[src/rtl/clk_div_cfg_arbiter.sv]
// rtl/clk_div_cfg_arbiter.sv - round-robin owner of the slow-clock divider divisor
//
// Ports:
//   i_clk       system clock, shared with the divider
//   i_rst_n     synchronous active-low reset
//   i_req       per-requester request, held high until the matching o_done
//   i_div       per-requester divisor, requester k on bits [16k+15:16k]
//   i_slow_clk  divider output, already registered in the i_clk domain
//   o_divisor   divisor driven to the divider
//   o_gnt       one-hot grant to the current owner
//   o_done      one-cycle completion pulse to the owner
//   o_busy      high whenever a transaction is in flight
//   o_timeout   sticky flag, set when an edge wait gives up
module clk_div_cfg_arbiter #(
  parameter int          NUM_REQ     = 4,
  parameter logic [15:0] DEFAULT_DIV = 16'd2,
  parameter int          TIMEOUT_CYC = 131072
) (
  input  logic                 i_clk,
  input  logic                 i_rst_n,
  input  logic [NUM_REQ-1:0]   i_req,
  input  logic [NUM_REQ*16-1:0] i_div,
  input  logic                 i_slow_clk,
  output logic [15:0]          o_divisor,
  output logic [NUM_REQ-1:0]   o_gnt,
  output logic [NUM_REQ-1:0]   o_done,
  output logic                 o_busy,
  output logic                 o_timeout
);

  localparam int PW = (NUM_REQ > 1) ? $clog2(NUM_REQ) : 1;
  localparam int TW = $clog2(TIMEOUT_CYC);
  localparam logic [TW-1:0] T_LAST = TW'(TIMEOUT_CYC - 1);

  typedef enum logic [2:0] {
    S_IDLE,
    S_WAIT_EDGE,
    S_UPDATE,
    S_SETTLE,
    S_DONE
  } state_t;

  state_t        state, state_nx;
  logic [PW-1:0] ptr;
  logic [PW-1:0] winner;
  logic [PW-1:0] cand;
  logic [PW+3:0] win_base;
  logic          found;
  logic [15:0]   cap;
  logic [15:0]   win_div;
  logic          prev;
  logic [TW-1:0] tcnt;
  logic          tog_seen;
  logic          fall;
  logic          toggle;
  logic          settle_tog;
  logic          timeout_hit;
  logic          bypass_old;
  logic          bypass_new;
  logic          settle_ok;

  assign fall        = prev & ~i_slow_clk;
  assign toggle      = prev ^ i_slow_clk;
  assign timeout_hit = (tcnt == T_LAST);
  assign bypass_old  = (o_divisor < 16'd2);
  assign bypass_new  = (cap < 16'd2);

  // The feedback is registered, so the first SETTLE cycle still reflects
  // the old rate; an edge seen there is not part of the new period.
  assign settle_tog  = toggle && (tcnt != '0);
  assign settle_ok   = settle_tog && tog_seen;

  // Round-robin search starting just above the last winner.
  always_comb begin
    found  = 1'b0;
    winner = ptr;
    cand   = '0;
    for (int i = 1; i <= NUM_REQ; i++) begin
      cand = PW'((int'(ptr) + i) % NUM_REQ);
      if (!found && i_req[cand]) begin
        found  = 1'b1;
        winner = cand;
      end
    end
  end

  assign win_base = {winner, 4'b0000};
  assign win_div  = i_div[win_base +: 16];

  always_comb begin
    state_nx = state;
    case (state)
      S_IDLE: begin
        if (found) begin
          if (win_div == o_divisor) begin
            state_nx = S_DONE;
          end else if (bypass_old) begin
            state_nx = S_UPDATE;
          end else begin
            state_nx = S_WAIT_EDGE;
          end
        end
      end
      S_WAIT_EDGE: begin
        if (fall || timeout_hit) begin
          state_nx = S_UPDATE;
        end
      end
      S_UPDATE: begin
        state_nx = bypass_new ? S_DONE : S_SETTLE;
      end
      S_SETTLE: begin
        if (settle_ok || timeout_hit) begin
          state_nx = S_DONE;
        end
      end
      S_DONE: begin
        state_nx = S_IDLE;
      end
      default: begin
        state_nx = S_IDLE;
      end
    endcase
  end

  always_ff @(posedge i_clk) begin
    if (!i_rst_n) begin
      state     <= S_IDLE;
      ptr       <= PW'(NUM_REQ - 1);
      cap       <= DEFAULT_DIV;
      o_divisor <= DEFAULT_DIV;
      prev      <= 1'b0;
      tcnt      <= '0;
      tog_seen  <= 1'b0;
      o_timeout <= 1'b0;
    end else begin
      state <= state_nx;
      prev  <= i_slow_clk;

      // Only the two edge waits need the counter; it restarts on every move.
      if ((state_nx == state) && ((state == S_WAIT_EDGE) || (state == S_SETTLE))) begin
        tcnt <= tcnt + TW'(1);
      end else begin
        tcnt <= '0;
      end

      if ((state == S_IDLE) && found) begin
        cap <= win_div;
        ptr <= winner;
      end

      if (state == S_UPDATE) begin
        o_divisor <= cap;
      end

      if (state != S_SETTLE) begin
        tog_seen <= 1'b0;
      end else if (settle_tog) begin
        tog_seen <= 1'b1;
      end

      // A real edge arriving on the last allowed cycle is not a timeout.
      if (((state == S_WAIT_EDGE) && timeout_hit && !fall) ||
          ((state == S_SETTLE) && timeout_hit && !settle_ok)) begin
        o_timeout <= 1'b1;
      end
    end
  end

  assign o_busy = (state != S_IDLE);
  assign o_gnt  = o_busy ? (NUM_REQ'(1) << ptr) : '0;
  assign o_done = (state == S_DONE) ? o_gnt : '0;

endmodule
[config.mk]
export PLATFORM = sky130hd
export DESIGN_NAME = clk_div_cfg_arbiter
export DESIGN_NICKNAME = d
export VERILOG_FILES = /design/src/rtl/clk_div_cfg_arbiter.sv
export SDC_FILE = /design/constraint.sdc
export NUM_CORES = 1
export LEC_CHECK = 0
export ABC_AREA = 1
export CAP_MARGIN = 0
export CELL_PAD_IN_SITES_DETAIL_PLACEMENT = 0
export CELL_PAD_IN_SITES_GLOBAL_PLACEMENT = 1
export CORE_ASPECT_RATIO = 0.75
export CORE_MARGIN = 4
export CORE_UTILIZATION = 31
export CTS_CLUSTER_SIZE = 16
export DETAILED_ROUTE_END_ITERATION = 12
export GPL_ROUTABILITY_DRIVEN = 0
export PLACE_DENSITY_LB_ADDON = 0.1
export SYNTH_ARGS = -nofsm -noshare
export SYNTH_HDL_FRONTEND = slang
export SYNTH_SLANG_ARGS = --single-unit
export TNS_END_PERCENT = 5
[constraint.sdc]
create_clock -name i_clk -period 2.75 [get_ports i_clk]
set_clock_uncertainty 0.1 [all_clocks]
set_input_delay 0.6875 -clock i_clk [delete_from_list [all_inputs] [get_ports i_clk]]
set_output_delay 0.6875 -clock i_clk [all_outputs]
set_load 0.05 [all_outputs]
==> flow_summary.ini <==
[route]
dr.pass1.iters = 4
final_antenna_net_count = 0
totalWireLength_um = 14670
drt-vias-per-instance = 4.621
wl_per_cell_um = 14.32
vias = 4732
drcViolationCount = 0
drt_iter0_markers = 197

[synth]
ys_warn_count = 0
ys_seq_area_frac = 0.2731
muxShareOfSynthArea = 0
yosys.area_share.simple = 0.4338
synth.distinct_cells = 30
netlist_area_um2 = 4179
synth_top_family_by_area = simple AND/OR/NAND/NOR gates
yosys.area_share.adder = 0.02395
synthCells = 677
synthXorXnorAreaFrac = 0.02725
syn-mean-instance-area_um2 = 6.173
synth_seq_cells = 57
synth_compound_area_frac = 0.08563
synth_nets = 756

[hold_path]
min_from = o_timeout
hold_path_end = o_timeout
hold_class = reg -> reg
holdPathStages = 2

[global_routing]
grt_max_degree = 35
grt_pass1_vias = 4441
antenna_found_initial = 0
groute.usage.overall = 0.1823
grt_pass1_wl_um = 22700
grt-ovfl-total = 0

[timing]
slew_headroom = 0.5297
grt_setup_unrepaired = true
hold_viol_final = 0
tightest_slew_ps = 699.1
min_period_ps = 3037
holdWs_ps = 379.3
slew_viol_final = 0
fmax_mhz = 329.3
fin_crit_sh = 1.104
setup_viol = 20
setup_ws_ps = -287.2

[critical_path]
rr_worst_depth = 22
critPathLaunchType = flop
rrSetupSlack_ps = -290
critical_path_class = reg -> reg
crit_required_ps = 2860
end_kind = flop
worst_path_most_repeated_cell = nand2_4
path_cells = inv_1, ha_4, buf_6, nand3_4, nand2_4, inv_4, nand2_2, nand2_4, nand2_8, clkbuf_16, nand2_1, nand3_2, nand3_2, nand2_1, nor2_1, nand2_1, nor2_4, nand2_2, nand2_4, nand3_4, nand2_4, nor2_1
slowest_delay_ps = 320
cp_max_fo = 13
cp_slowest_cell = dfxtp_2
regToRegEndpoint = tcnt[0]
timing.rr.start = ptr[1]
critPathArrivalTime_ps = 3150

[pwr]
swShare = 0.4728
vdd_drop_max_v = 0.0005465
p_per_area_nw_per_um2 = 1387
pwr-share-seq = 0.121
combPwrFrac = 0.761
clockPowerShare = 0.118
p_int_mw = 4.916
leakagePower_nw = 3.173
power_switching_mw = 4.408

[floorplan]
fp.coreArea_um2 = 13110
rows = 36
die_h_um = 108.6
io_pins = 97
initial_utilization = 0.3188
die_w_um = 142.1
dieArea_um2 = 15420

[layout]
finish.utilization = 0.5131
final_nets = 927
multiInputGateArea_um2 = 2793
filler_cell_count = 1341
area_growth_pct = 60.93
diodes = 0
drive_gt1_frac = 0.2767
regArea_um2 = 1146
layout_common_cells = inv_1, nand2_1, clkdlybuf4s50_1

[clock_tree]
clk_pin_slew_worst_paths_ps = 50
clockRootBuffer = clkbuf_16
clock_latency_ps = 320
clock_sinks = 57
cts_inserted_buffers = 9
cts_tree = built
cts_buffer_depth = 2
ctsHtreeMaxLevel = 3

[status]
status = finished, violations left
failed_checks = negative setup slack

[placement]
port_buffers = 96
dp.final_hpwl_um = 10450

[run]
maxCapViolCount = 0
per-layer routing:
metal  GRT usage  vias up  wire length (um)  share of wire
met5           0        -                 0              0
met4     0.03767        0               199          0.014
met3     0.03714       10               888          0.061
met2      0.2613      126              5905           0.40
met1      0.2788     2090              7674           0.52
li1            -     2506                 -              -
cell families (layout without fill, tap and decap cells):
kind of cell | count (synthesis) | count (layout)
compound gates | 66 | 66
xor+xnor | 13 | 13
fa+ha+maj | 8 | 8
buf+inv | 149 | 323
flops | 57 | 57
simple gates | 384 | 386
layout make-up:
type | instances | area share
clock buffer | 9 | 0.03349
clock inverter | 7 | 0.01042
multi-input combinational | 473 | 0.4153
inverter | 122 | 0.06921
tap | 171 | 0.03181
sequential | 57 | 0.1704
timing repair buffer | 185 | 0.2694
synthesized netlist by cell type:
library cell | number | area share
o211ai_1 | 9 | 0.016
nand3b_1 | 13 | 0.023
inv_2 | 2 | 0.0018
nand3_1 | 111 | 0.13
nand2_1 | 151 | 0.14
nor2_4 | 1 | 0.0027
nor2_2 | 13 | 0.019
ha_1 | 8 | 0.024
xnor2_1 | 5 | 0.010
a41oi_1 | 1 | 0.0021
a31oi_1 | 1 | 0.0015
buf_8 | 1 | 0.0036
nor3_1 | 9 | 0.011
a21oi_1 | 26 | 0.031
dfxtp_1 | 57 | 0.27
o21ai_0 | 29 | 0.035
buf_6 | 6 | 0.016
clkinv_1 | 1 | 0.00090
xor2_1 | 8 | 0.017
nand3_2 | 6 | 0.014
nand4_1 | 8 | 0.012
inv_1 | 119 | 0.11
nand2_4 | 3 | 0.0081
buf_12 | 1 | 0.0048
clkbuf_1 | 10 | 0.0090
nand2_2 | 13 | 0.019
nor4_1 | 8 | 0.012
buf_4 | 4 | 0.0072
buf_2 | 5 | 0.0060
nor2_1 | 48 | 0.043
what timing repair did:
| item | 4_1_cts | 5_1_grt |
|---|---|---|
| hold buffers | 0 | 0 |
| setup endpoints to repair | 20 | 20 |
| cloned | 4 | 4 |
| pin swaps | 19 | 29 |
| buffers inserted | 6 | 7 |
| resized for setup | 60 | 48 |
power by group through the flow:
| stage | Clock, mW | Sequential (mW) | Combinational [mW] |
|---|---|---|---|
| floorplan | 0 | 1.24 | 3.32 |
| global placement | 0 | 1.14 | 5.49 |
| detailed placement | 0 | 1.14 | 5.49 |
| CTS | 1.12 | 1.13 | 6.33 |
| global route | 1.16 | 1.15 | 7.74 |
| finish | 1.10 | 1.13 | 7.09 |
flip-flops by register name (all words and copies together) (netlist names):
| name | count |
|---|---|
| prev | 1 |
| tog_seen | 1 |
| cap | 16 |
| o_divisor | 16 |
| state | 3 |
| ptr | 2 |
| o_timeout | 1 |
| tcnt | 17 |
worst max-delay path by stage:
stage	start	end	slack, ps	depth (start not counted)
2_1_floorplan	ptr[0]	tcnt[7]	-5	25
3_3_place_gp	i_req[0]	tcnt[6]	-860	22
3_5_place_dp	i_req[0]	tcnt[0]	-880	22
4_1_cts	ptr[0]	tcnt[8]	-160	23
5_1_grt	ptr[0]	tcnt[1]	-420	23
6_report	ptr[1]	tcnt[0]	-290	22
worst max-delay path: cells and delay by family, from the launching register on:
kind | cells | cell delay [ps]
AND/OR/NAND/NOR | 17 | 1760
buffers and inverters | 4 | 470
flip-flops | 1 | 320
adder cells (fa/ha/maj) | 1 | 270
through the flow:
stage	cell area, um2	setup TNS, ps	power, mW	worst slack [ps]	instances
floorplan	4227	-12.66	4.569	-4.508	677
global placement	5782	-19590	6.626	-856.4	988
detailed placement	5782	-20090	6.632	-879.4	988
CTS	6446	-2697	8.587	-164.6	1014
global route	6725	-7591	10.06	-423.6	1024
finish	6725	-4926	9.325	-287.2	1024
No activity file was read; power rests on OpenSTA's default activity.
